**config.mk**
```make
export PLATFORM = sky130hd
export DESIGN_NAME = toggle_decoder
export DESIGN_NICKNAME = d
export VERILOG_FILES = /design/src/rtl/toggle_decoder.sv
export SDC_FILE = /design/constraint.sdc
export NUM_CORES = 1
export LEC_CHECK = 0
export ABC_AREA = 1
export BUFFER_PORTS_ARGS = -buffer_cell sky130_fd_sc_hd__buf_4
export CAP_MARGIN = 30
export CORE_AREA = 2 2 85 87
export DETAILED_ROUTE_END_ITERATION = 8
export DIE_AREA = 0 0 87 89
export RECOVER_POWER = 50
export SYNTH_ARGS = -nofsm -noshare
export SYNTH_HDL_FRONTEND = slang
export SYNTH_SLANG_ARGS = --single-unit
```
**constraint.sdc**
```tcl
create_clock -name clk -period 2.52 [get_ports clk]
set_input_delay 0.252 -clock clk [delete_from_list [all_inputs] [get_ports clk]]
set_output_delay 0.252 -clock clk [all_outputs]
set_load 0.02 [all_outputs]
```
**src/rtl/toggle_decoder.sv**
```systemverilog
// toggle_decoder: receive-side decoder for toggle-encoded events with interval FIFO
// Ports:
//   clk, rst_n   clock (rising edge), asynchronous active-low reset
//   q_in         toggle-encoded level, asynchronous to clk
//   t_pulse      one-cycle pulse per accepted transition
//   q_level      accepted line level
//   ivl_data     FIFO head interval (0 when empty), ivl_valid / ivl_ready handshake
//   fifo_level   number of stored intervals
//   overflow     sticky drop flag, cleared by clr_ovf (a same-cycle drop wins)
// Optional feature: define TOGGLE_DECODER_GLITCH_FILTER_EN to require the
// synchronised level to stay changed for FILT_LEN cycles before acceptance.
module toggle_decoder #(
   parameter int CNT_W      = 8,
   parameter int FIFO_DEPTH = 4,
   parameter int FILT_LEN   = 2
) (
   input  logic                          clk,
   input  logic                          rst_n,
   input  logic                          q_in,
   output logic                          t_pulse,
   output logic                          q_level,
   output logic [CNT_W-1:0]              ivl_data,
   output logic                          ivl_valid,
   input  logic                          ivl_ready,
   output logic [$clog2(FIFO_DEPTH):0]   fifo_level,
   output logic                          overflow,
   input  logic                          clr_ovf
);
   localparam int AW = $clog2(FIFO_DEPTH);
   localparam int LW = AW + 1;

   logic             s1_q, s2_q;
   logic             level_q, level_d;
   logic             pulse_q, pulse_d;
   logic [CNT_W-1:0] cnt_q, cnt_d;
   logic [AW-1:0]    wr_ptr_q, wr_ptr_d, rd_ptr_q, rd_ptr_d;
   logic [LW-1:0]    lvl_q, lvl_d;
   logic             ovf_q, ovf_d;
   logic [CNT_W-1:0] mem_q [FIFO_DEPTH];
   logic             differ, edge_hit, full, pop, push, drop;

   assign differ = s2_q != level_q;

`ifdef TOGGLE_DECODER_GLITCH_FILTER_EN
   localparam int FW = $clog2(FILT_LEN + 1);
   logic [FW-1:0] stab_q, stab_d;
   // Accept only once the new level has persisted for FILT_LEN cycles.
   assign edge_hit = differ && (stab_q == FW'(FILT_LEN - 1));
   assign stab_d   = differ ? stab_q + 1'b1 : '0;
   always_ff @(posedge clk or negedge rst_n) begin
      if (!rst_n) stab_q <= '0;
      else        stab_q <= stab_d;
   end
`else
   assign edge_hit = differ;
`endif

   assign full = lvl_q == LW'(FIFO_DEPTH);
   assign pop  = ivl_valid && ivl_ready;
   // A full FIFO still accepts a push when the head leaves in the same cycle.
   assign push = edge_hit && (!full || pop);
   assign drop = edge_hit && full && !pop;

   always_comb begin
      level_d  = edge_hit ? s2_q : level_q;
      pulse_d  = edge_hit;
      cnt_d    = edge_hit ? CNT_W'(1) : (&cnt_q ? cnt_q : cnt_q + 1'b1);
      wr_ptr_d = push ? wr_ptr_q + 1'b1 : wr_ptr_q;
      rd_ptr_d = pop ? rd_ptr_q + 1'b1 : rd_ptr_q;
      lvl_d    = lvl_q + LW'(push) - LW'(pop);
      ovf_d    = drop ? 1'b1 : (clr_ovf ? 1'b0 : ovf_q);
   end

   always_ff @(posedge clk or negedge rst_n) begin
      if (!rst_n) begin
         s1_q     <= 1'b0;
         s2_q     <= 1'b0;
         level_q  <= 1'b0;
         pulse_q  <= 1'b0;
         cnt_q    <= '0;
         wr_ptr_q <= '0;
         rd_ptr_q <= '0;
         lvl_q    <= '0;
         ovf_q    <= 1'b0;
      end else begin
         s1_q     <= q_in;
         s2_q     <= s1_q;
         level_q  <= level_d;
         pulse_q  <= pulse_d;
         cnt_q    <= cnt_d;
         wr_ptr_q <= wr_ptr_d;
         rd_ptr_q <= rd_ptr_d;
         lvl_q    <= lvl_d;
         ovf_q    <= ovf_d;
      end
   end

   // Storage needs no reset: reads are masked by the occupancy count.
   always_ff @(posedge clk) begin
      if (push) mem_q[wr_ptr_q] <= cnt_q;
   end

   assign t_pulse    = pulse_q;
   assign q_level    = level_q;
   assign ivl_valid  = lvl_q != '0;
   assign ivl_data   = ivl_valid ? mem_q[rd_ptr_q] : '0;
   assign fifo_level = lvl_q;
   assign overflow   = ovf_q;
endmodule

```
==> results.yml <==
timing:
  hold_viol: 0
  period_share_pct: 82.4
  period_needed_ps: 2080
  drv_slew: 0
  fmax_mhz: 481
  setup_viol_count_final: 0
  fin_ws_ps: 443
  rsz0062_at_grt: "no"
  worst_pin_slew_ps: 1140
  whs_ps: 67.7
  relSlewSlack_pct: 24.3
  fin_skew_ps: 7.59
  fin_setup_tns_ps: 0
run:
  drv_cap: 0
setup_path:
  crit_start: "rd_ptr_q[0]$_DFFE_PN0N_"
  reg2reg_from: "q_level$_DFFE_PN0N_"
  critPathLaunchType: "register"
  r2r_cells: 10
  r2r-end: "fifo_level[2]$_DFF_PN0_"
  critPathTopFamily: "flip-flops"
  critPathKind: "reg2out"
  critPathArrivalTime_ps: 1830
  worst-path-stages: 4
  r2r_slack_ps: 470
  crit_path_max_incr_delay_ps: 800
  path_cells: "inv_4, o21ai_0, a21oi_1, buf_4"
  cp_num_buf_inv: 2
  crit_slowest_cell: "dfrtp_1"
  worst_setup_path_end_kind: "output pin"
  crit_required_ps: 2270
  crit_fanout: 18
floorplan:
  die_w_um: 87
  start_util_pct: 34.3
  coreArea_um2: 6720
  die-area_um2: 7740
  ioPinCount: 20
  fp-row-count: 30
  fp.dieH_um: 89
power_and_ir_drop:
  power.internal_mw: 1.72
  p_leak_nw: 1.17
  seq_power_share_pct: 44.0
  comb_power_share_pct: 38.4
  peakVddDrop_v: 0.000256
  swShare_pct: 39.1
  finalPower_mw: 2.82
  powerDensity_nw_per_um2: 1070
  p_clk_share_pct: 17.7
  power.net_switching_mw: 1.10
hold_path:
  hold-path-endpoint: "s1_q$_DFF_PN0_"
  hold_class: "in2reg"
  hold_path.startpoint: "q_in"
  hold_path_depth: 1
route:
  drtIter0Drc: 70
  num_vias: 1512
  drc: 0
  wire_per_inst_um: 12.8
  wl_um: 4210
  vias_per_cell: 4.58
  dr.pass1.iters: 4
  drtAntennaViolNets: 0
final_layout:
  fin_nets: 262
  fillCellCount: 677
  n_antenna_cell: 0
  area_growth_pct: 13.7
  drive_gt1_share_pct: 14.4
  fin_util_pct: 39.1
synthesis:
  ys_seq_area_share_pct: 63.3
  netlist_instances: 223
  syn_nets: 236
  syn_area_um2: 2310
  ys_warn_count: 0
  synthDistinctLibCells: 24
  syn-mean-instance-area_um2: 10.3
  synth.ff_latch_count: 52
clock_network:
  cts_tree: "built"
  cts_buffers: 5
  cts_setup_buffers: 0
  clock_sinks: 52
  clkTransAtPathRegs_ps: 100
  htreeDepth: 2
  cts_root_buf: "clkbuf_8"
  clock_path_buffers: 2
  insertion_delay_ps: 310
grt:
  overflow: 0
  grt_pass1_vias: 1525
  grt_start_max_net_pins: 21
  antenna_found_initial: 0
  grt_use_total_pct: 12.5
  grt_pass1_wl_um: 7430
placed_design:
  dp.final_hpwl_um: 2800
  portBuffers: 19
  gp_congestion: 0.779
  pre_cts_ws_ps: 485
status:
  outcome: "finished, final reports clean"
==> power groups by stage <==
stage                     clock network, mW  registers, mW  logic [mW]
after floorplan                           0           1.23       0.771
after global placement                    0           1.25        1.08
after detailed placement                  0           1.26        1.10
after CTS                             0.517           1.24        1.11
after global routing                  0.556           1.27        1.23
final                                 0.497           1.24        1.08
==> state kept, by name, summed over array words and instances, names as in the netlist <==
signal,cells
s2_q,1
fifo_level,3
wr_ptr_q,2
mem_q,32
overflow,1
q_level,1
rd_ptr_q,2
s1_q,1
cnt_q,8
t_pulse,1
==> final cells by class <==
class | count | area, um2 | share of cell area [%]
clock inverter | 3 | 26.3 | 1.00
sequential | 52 | 1460 | 55.7
multi-input combinational | 140 | 696 | 26.5
inverter | 26 | 100 | 3.81
timing repair buffer | 24 | 171 | 6.53
clock buffer | 5 | 68.8 | 2.62
tap | 80 | 100 | 3.81
==> layer usage <==
| metal | wire length (um) | part of all wire, % | global-route usage (%) |
|---|---|---|---|
| met5 | 0 | 0 | 0 |
| met4 | 52 | 1.2 | 4.26 |
| met3 | 162 | 3.8 | 2.95 |
| met2 | 2090 | 49 | 22.0 |
| met1 | 1910 | 45 | 15.1 |
==> cells in the mapped netlist (all sizes together) <==
library cell,count,share of area (%)
xor2,1,0.38
inv,26,4.3
dfrtp,20,22
nand3,13,2.8
o22ai,1,0.27
o21ai,11,2.4
nand2,62,10
xnor2,3,1.1
o21bai,1,0.33
edfxtp,32,42
a21oi,11,2.4
nor2,28,5.2
fa,1,0.87
ha,7,3.8
nand4,1,0.27
buf,5,2.1
==> repair_timing <==
| action | 4_1_cts | 5_1_grt |
|---|---|---|
| gates resized for setup | 0 | 0 |
| hold endpoints to repair | 20 | 0 |
| hold buffers | 1 | 0 |
==> worst reg2reg max path, delay by kind of cell, from the launching register on <==
family / cells / cell delay, ps
fa+ha+maj: 3 / 830
simple gates: 3 / 420
flops: 1 / 400
buf+inv: 3 / 160
xor+xnor: 1 / 140
==> how the worst max path moves through the flow <==
stage	to	slack, ps
floorplan	fifo_level[2]$_DFF_PN0_	390
detailed placement	fifo_level[2]$_DFF_PN0_	490
global route	ivl_data[5]	240
global placement	fifo_level[2]$_DFF_PN0_	540
finish	ivl_data[5]	440
CTS	ivl_data[5]	450
==> placed cells by master, fill, tap and decap left out, drive strengths merged, types with 3 or more instances in the layout <==
cell type,count
nand2,62
edfxtp,32
inv,28
nor2,28
dfrtp,20
buf,19
nand3,13
a21oi,11
o21ai,11
clkbuf,9
ha,7
xnor2,3
==> stage by stage <==
stage,cells,instance area (um2)
after floorplan,223,2310
after global placement,321,2530
after detailed placement,321,2530
after CTS,330,2640
after global routing,330,2620
final,330,2620
==> cells by family (layout without fill, tap and decap cells) <==
logic type,count (synthesis),count (layout),share of synthesized area [%]
AOI/OAI and AO/OA,24,24,5.37
DFF,52,52,63.3
buffers and inverters,31,58,6.40
and+or+nand+nor,104,104,18.7
adders and majority gates,8,8,4.66
xor gates and xnor gates,4,4,1.52
Note: power is estimated with default switching activity, not from simulation.
